--- config.mk ---
export PLATFORM = sky130hd
export DESIGN_NAME = stream_demux2_flat
export DESIGN_NICKNAME = d
export VERILOG_FILES = /design/src/rtl/stream_demux2_pkg.sv /design/src/rtl/stream_demux2_if.sv /design/src/rtl/stream_demux2_out_stage.sv /design/src/rtl/stream_demux2.sv /design/src/flat_wrapper.sv
export SDC_FILE = /design/constraint.sdc
export NUM_CORES = 1
export LEC_CHECK = 0
export ABC_CLOCK_PERIOD_IN_PS = 2200
export CORE_ASPECT_RATIO = 0.9
export CORE_MARGIN = 2
export CORE_UTILIZATION = 40
export DETAILED_ROUTE_END_ITERATION = 16
export DONT_BUFFER_PORTS = 1
export GPL_TIMING_DRIVEN = 0
export SLEW_MARGIN = 20
export SYNTH_ARGS = -nofsm -noshare
export SYNTH_HDL_FRONTEND = slang
export SYNTH_SLANG_ARGS = --single-unit
--- constraint.sdc ---
create_clock -name clk -period 2.2 [get_ports clk]
set_clock_uncertainty 0.05 [all_clocks]
set_input_delay 0.44 -clock clk [delete_from_list [all_inputs] [get_ports clk]]
set_output_delay 0.44 -clock clk [all_outputs]
set_load 0.02 [all_outputs]
--- src/rtl/stream_demux2_pkg.sv ---
// rtl/stream_demux2_pkg.sv - shared types and constants for the stream_demux2 router
// Purpose: route FSM state encoding and the select code that steers a packet to port B.
// Ports: none (package).
package stream_demux_pkg;

  typedef enum logic [1:0] {IDLE, ROUTE_A, ROUTE_B} route_state_e;

  // {sel_b1, sel_b2} equal to this code routes the packet to B; anything else goes to A.
  localparam logic [1:0] SEL_B = 2'b11;

endpackage

--- src/rtl/stream_demux2_if.sv ---
// rtl/stream_demux2_if.sv - stream bundle between the packet source, the router and its two consumers
// Purpose: groups the input stream, route selects, both output streams, counters and busy.
// Ports: master = source/consumer side (drives in_*, sel_*, x_ready);
//        slave  = router side (drives in_ready, a_*/b_* streams, cnt_a, cnt_b, busy).
interface stream_demux2_if #(
  parameter int DATA_W = 8,
  parameter int CNT_W  = 16
);
  logic [DATA_W-1:0] in_data;
  logic              in_last;
  logic              in_valid;
  logic              in_ready;
  logic              sel_b1;
  logic              sel_b2;
  logic [DATA_W-1:0] a_data;
  logic              a_last;
  logic              a_valid;
  logic              a_ready;
  logic [DATA_W-1:0] b_data;
  logic              b_last;
  logic              b_valid;
  logic              b_ready;
  logic [CNT_W-1:0]  cnt_a;
  logic [CNT_W-1:0]  cnt_b;
  logic              busy;

  modport master (
    output in_data, in_last, in_valid, sel_b1, sel_b2, a_ready, b_ready,
    input  in_ready, a_data, a_last, a_valid, b_data, b_last, b_valid, cnt_a, cnt_b, busy
  );

  modport slave (
    input  in_data, in_last, in_valid, sel_b1, sel_b2, a_ready, b_ready,
    output in_ready, a_data, a_last, a_valid, b_data, b_last, b_valid, cnt_a, cnt_b, busy
  );
endinterface

--- src/rtl/stream_demux2_out_stage.sv ---
// rtl/stream_demux2_out_stage.sv - one-entry registered output slice for one router port
// Purpose: holds one beat for a downstream consumer; data/last stay stable while stalled.
// Ports: clk, rst_n; load/in_data/in_last from the router; out_data/out_last/out_valid/out_ready
//        to the consumer; can_accept = stage empty or draining this cycle.
module out_stage #(
  parameter int DATA_W = 8
) (
  input  logic              clk,
  input  logic              rst_n,
  input  logic              load,
  input  logic [DATA_W-1:0] in_data,
  input  logic              in_last,
  input  logic              out_ready,
  output logic [DATA_W-1:0] out_data,
  output logic              out_last,
  output logic              out_valid,
  output logic              can_accept
);

  assign can_accept = !out_valid || out_ready;

  always_ff @(posedge clk or negedge rst_n) begin
    if (!rst_n) begin
      out_data  <= '0;
      out_last  <= 1'b0;
      out_valid <= 1'b0;
    end else if (load) begin
      // load is only raised when can_accept is true, so this also covers drain+reload
      out_data  <= in_data;
      out_last  <= in_last;
      out_valid <= 1'b1;
    end else if (out_ready) begin
      out_valid <= 1'b0;
    end
  end

endmodule

--- src/rtl/stream_demux2.sv ---
// rtl/stream_demux2.sv - one-input, two-output packet router with per-packet route lock
// Purpose: steers each packet to port A or B based on sel sampled on its first beat,
//          registers both outputs, counts beats per port, reports busy.
// Ports: clk, rst_n (async active-low); bus (slave modport of stream_demux2_if).
module stream_demux2
  import stream_demux_pkg::*;
#(
  parameter int DATA_W = 8,
  parameter int CNT_W  = 16
) (
  input  logic            clk,
  input  logic            rst_n,
  stream_demux2_if.slave  bus
);

  route_state_e     state;
  logic             a_can;
  logic             b_can;
  logic             to_b;
  logic             accept;
  logic             load_a;
  logic             load_b;
  logic [CNT_W-1:0] cnt_a_q;
  logic [CNT_W-1:0] cnt_b_q;

  // Route decision: locked while a packet is open, taken from sel only in IDLE.
  always_comb begin
    to_b = 1'b0;
    case (state)
      ROUTE_B: to_b = 1'b1;
      ROUTE_A: to_b = 1'b0;
      default: to_b = ({bus.sel_b1, bus.sel_b2} == SEL_B);
    endcase
  end

  // in_ready depends only on state, sel, stage valids and consumer readies, never on in_valid.
  assign bus.in_ready = to_b ? b_can : a_can;
  assign accept       = bus.in_valid && bus.in_ready;
  assign load_a       = accept && !to_b;
  assign load_b       = accept && to_b;

  always_ff @(posedge clk or negedge rst_n) begin
    if (!rst_n) begin
      state   <= IDLE;
      cnt_a_q <= '0;
      cnt_b_q <= '0;
    end else begin
      if (load_a) cnt_a_q <= cnt_a_q + 1'b1;
      if (load_b) cnt_b_q <= cnt_b_q + 1'b1;
      case (state)
        IDLE:
          if (accept && !bus.in_last) state <= to_b ? ROUTE_B : ROUTE_A;
        ROUTE_A, ROUTE_B:
          if (accept && bus.in_last) state <= IDLE;
        default:
          state <= IDLE;
      endcase
    end
  end

  assign bus.cnt_a = cnt_a_q;
  assign bus.cnt_b = cnt_b_q;
  assign bus.busy  = (state != IDLE) || bus.a_valid || bus.b_valid;

  out_stage #(.DATA_W(DATA_W)) u_stage_a (
    .clk        (clk),
    .rst_n      (rst_n),
    .load       (load_a),
    .in_data    (bus.in_data),
    .in_last    (bus.in_last),
    .out_ready  (bus.a_ready),
    .out_data   (bus.a_data),
    .out_last   (bus.a_last),
    .out_valid  (bus.a_valid),
    .can_accept (a_can)
  );

  out_stage #(.DATA_W(DATA_W)) u_stage_b (
    .clk        (clk),
    .rst_n      (rst_n),
    .load       (load_b),
    .in_data    (bus.in_data),
    .in_last    (bus.in_last),
    .out_ready  (bus.b_ready),
    .out_data   (bus.b_data),
    .out_last   (bus.b_last),
    .out_valid  (bus.b_valid),
    .can_accept (b_can)
  );

endmodule

--- src/flat_wrapper.sv ---
// flat-port wrapper written by rule: the top's interface ports become plain ports
module stream_demux2_flat import stream_demux_pkg::*;
#(
  parameter int DATA_W = 8,
  parameter int CNT_W  = 16
)
  (clk, rst_n, bus_in_data, bus_in_last, bus_in_valid, bus_sel_b1, bus_sel_b2, bus_a_ready, bus_b_ready, bus_in_ready, bus_a_data, bus_a_last, bus_a_valid, bus_b_data, bus_b_last, bus_b_valid, bus_cnt_a, bus_cnt_b, bus_busy);
  stream_demux2_if #(.DATA_W(DATA_W), .CNT_W(CNT_W)) bus_i ();
  input  logic clk;
  input  logic rst_n;
  input wire logic [$bits(bus_i.in_data)-1:0] bus_in_data;
  input wire logic [$bits(bus_i.in_last)-1:0] bus_in_last;
  input wire logic [$bits(bus_i.in_valid)-1:0] bus_in_valid;
  input wire logic [$bits(bus_i.sel_b1)-1:0] bus_sel_b1;
  input wire logic [$bits(bus_i.sel_b2)-1:0] bus_sel_b2;
  input wire logic [$bits(bus_i.a_ready)-1:0] bus_a_ready;
  input wire logic [$bits(bus_i.b_ready)-1:0] bus_b_ready;
  output wire logic [$bits(bus_i.in_ready)-1:0] bus_in_ready;
  output wire logic [$bits(bus_i.a_data)-1:0] bus_a_data;
  output wire logic [$bits(bus_i.a_last)-1:0] bus_a_last;
  output wire logic [$bits(bus_i.a_valid)-1:0] bus_a_valid;
  output wire logic [$bits(bus_i.b_data)-1:0] bus_b_data;
  output wire logic [$bits(bus_i.b_last)-1:0] bus_b_last;
  output wire logic [$bits(bus_i.b_valid)-1:0] bus_b_valid;
  output wire logic [$bits(bus_i.cnt_a)-1:0] bus_cnt_a;
  output wire logic [$bits(bus_i.cnt_b)-1:0] bus_cnt_b;
  output wire logic [$bits(bus_i.busy)-1:0] bus_busy;
  assign bus_i.in_data = bus_in_data;
  assign bus_i.in_last = bus_in_last;
  assign bus_i.in_valid = bus_in_valid;
  assign bus_i.sel_b1 = bus_sel_b1;
  assign bus_i.sel_b2 = bus_sel_b2;
  assign bus_i.a_ready = bus_a_ready;
  assign bus_i.b_ready = bus_b_ready;
  assign bus_in_ready = bus_i.in_ready;
  assign bus_a_data = bus_i.a_data;
  assign bus_a_last = bus_i.a_last;
  assign bus_a_valid = bus_i.a_valid;
  assign bus_b_data = bus_i.b_data;
  assign bus_b_last = bus_i.b_last;
  assign bus_b_valid = bus_i.b_valid;
  assign bus_cnt_a = bus_i.cnt_a;
  assign bus_cnt_b = bus_i.cnt_b;
  assign bus_busy = bus_i.busy;
  stream_demux2 #(.DATA_W(DATA_W), .CNT_W(CNT_W)) u_core (.clk(clk), .rst_n(rst_n), .bus(bus_i));
endmodule
==> impl_metrics.ini <==
[sta]
setup_ws_ns = 0.0883
rsz0062_at_grt = false
period_needed_ns = 2.11
fin_setup_tns_ns = 0
setup_viol = 0
slew_viol_final = 0
worst_pin_slew_ns = 0.535
post-route-period-util_pct = 96.0
max_freq_mhz = 474
hold_violations = 0
slew_headroom_pct = 64.0

[floorplan]
fp.dieW_um = 86.7
core_mm2 = 0.00605
start_util_pct = 40.7
io-pin-count = 70
dieHeight_um = 78.5
die-area_mm2 = 0.00680
rows = 27

[synth]
ys_top_cells_by_area = dfrtp_1 (55%), xnor2_1 (7.1%), mux2_1 (5.5%), mux2_4 (4.9%), xor2_1 (3.6%)
ys_async_sr_fraction_pct = 100
synthCells = 193
synth_top_area_share_pct = 54.9
synth_area_mm2 = 0.00246
synth-edff-count = 0
yosysWarnings = 0
synth_common_cells = dfrtp_1 (54), xnor2_1 (20), nand2_1 (16), mux2_1 (12)
synth_area_leader_cell = dfrtp_1
syn_avg_cell_area_um2 = 12.8
synth_seq_cells = 54
synthFlopType = dfrtp_1
yosysSeqAreaShare_pct = 54.9
yosysMostFrequentCell = dfrtp_1
synthesis.nets = 213
yosysUniqueCellTypes = 30

[place]
routabilityCongestion = 0.738
post-place-ws_ns = 0.162
hpwl_mm = 3.13
numPortBuffers = 0

[job]
cap_violations = 0

[critical_path]
crit_path_max_fanout = 6
arrival_ns = 1.62
end_kind = output pin
start_kind = register
crit_required_ns = 1.71
critPathKind = reg -> out
ff2ff_setup_slack_ns = 0.15

[detailed_routing]
vias = 1435
viasPerCell = 5.18
firstDrtPassIters = 4
wl_per_cell_um = 16.2
drc = 0
drt_iter0_markers = 62
wl_mm = 4.48
ant_nets = 0

[clock_network]
clk_path_buf_depth = 2
clockRootBuffer = clkbuf_8
cts_buffers = 5
clk_pin_slew_ns = 0.09
htreeDepth = 2
clk_latency_ns = 0.30
cts_tree = yes
cts_sinks = 54

[global_route]
grt_pass1_wl_mm = 7.37
grt_max_degree = 55
grtUsageTotal_pct = 13.9
grt_overflow_total = 0
grt_antenna_before_repair = 0
grt_pass1_vias = 1457

[cells_and_area]
nets = 224
diodes = 0
utilization_pct = 44.9
syn_to_final_growth_pct = 10.1
drive_gt1_share_pct = 16.1
fillers = 541

[pwr]
totalPowerFinal_w = 0.00323
power.density_mw_per_mm2 = 1190
p_leak_nw = 1.27
ir_drop_mv = 0.543

[outcome]
status = finished clean

[min_path]
min_path_type = in -> reg
-- placed cells by master, fill, tap and decap left out, types with 2 or more instances in the layout --
cell,Yosys,final
nor2_1,3,3
nand2_1,16,15
a211oi_4,2,2
xor2_1,10,10
nor3_1,4,4
nand4_1,7,7
mux2_4,8,8
dfrtp_1,54,54
o21ai_0,2,2
and3_1,8,8
clkbuf_8,0,6
mux2_1,12,12
clkbuf_1,1,2
nand3_1,10,10
xnor2_1,20,20
and2_1,5,5
nand2_4,0,2
ha_1,4,3
inv_1,5,5
and4_1,4,4
buf_4,3,5
nor4_2,2,2
nand2b_1,2,2
o22ai_1,2,2
-- stage by stage --
step	cell area [um2]	hold WS [ns]	std cells
2_1_floorplan	2460	0.0944	193
3_3_place_gp	2550	0.0955	265
3_5_place_dp	2550	0.0955	265
4_1_cts	2690	0.201	275
5_1_grt	2710	0.191	277
6_report	2710	0.214	277
-- metal layers --
metal	track usage, %	part of all wire, %	vias up
li1	-	-	692
met1	19.2	48	676
met2	19.4	42	60
met3	6.41	9.0	7
met4	4.06	0.98	0
met5	0	0	-
-- cell type report --
type                       instances  area, um2  share of cell area [%]
buffer                             5       37.5                    1.38
multi-input combinational        129       1070                    39.5
timing repair buffer               4       52.6                    1.94
tap                               72       90.1                    3.32
sequential                        54       1350                    49.8
clock buffer                       7       86.3                    3.18
inverter                           5       18.8                   0.692
clock inverter                     1       5.00                   0.185
-- sequential cells by signal, summed over array words and instances, names as in the netlist --
register / cells
u_core.bus.cnt_a: 16
u_core.bus.cnt_b: 16
u_core.state: 2
u_core.u_stage_a.out_data: 8
u_core.u_stage_a.out_last: 1
u_core.u_stage_a.out_valid: 1
u_core.u_stage_b.out_data: 8
u_core.u_stage_b.out_last: 1
u_core.u_stage_b.out_valid: 1
-- report_power, final --
group / switching [W] / internal (W) / leakage, nW
registers: 0.000588 / 0.00127 / 0.689
logic: 0.000404 / 0.000407 / 0.536
clock network: 0.000311 / 0.000255 / 0.0482
-- timing repair --
action	in CTS	in global routing
hold endpoints to repair	54	0
buffers inserted	0	2
setup endpoints to repair	1	1
hold buffers	2	0
resized for setup	1	3
pin swaps	0	0
-- kinds of logic after synthesis --
logic type                 Yosys count  synth area share (%)
DFF                                 54                  54.9
AOI/OAI and AO/OA                    8                  3.25
buffers and inverters               10                  2.29
muxes                               20                  10.4
adders and majority gates            4                  2.03
and+or+nand+nor                     67                  16.6
xor gates and xnor gates            30                  10.7
-- critical path: stages (launching register included) --
cell and delay, ns:
dfrtp_1 0.39, inv_1 0.08, ha_2 0.31, nand3b_4 0.22, nand2_1 0.09, nand2_1 0.10, nand2_4 0.12
-- worst paths after layout --
path                                                 to  depth (start not counted)            start
hold / removal             u_core.u_stage_a.out_data[7]                          1   bus_in_data[7]
hold reg to reg                         u_core.state[0]                          2  u_core.state[0]
max in group asynchronous           u_core.bus.cnt_b[2]                          2            rst_n
setup / recovery                           bus_in_ready                          6  u_core.state[0]
min in group asynchronous          u_core.bus.cnt_b[14]                          2            rst_n
setup reg to reg           u_core.u_stage_a.out_data[2]                          7  u_core.state[0]
Power figures use the tool's default switching activity.
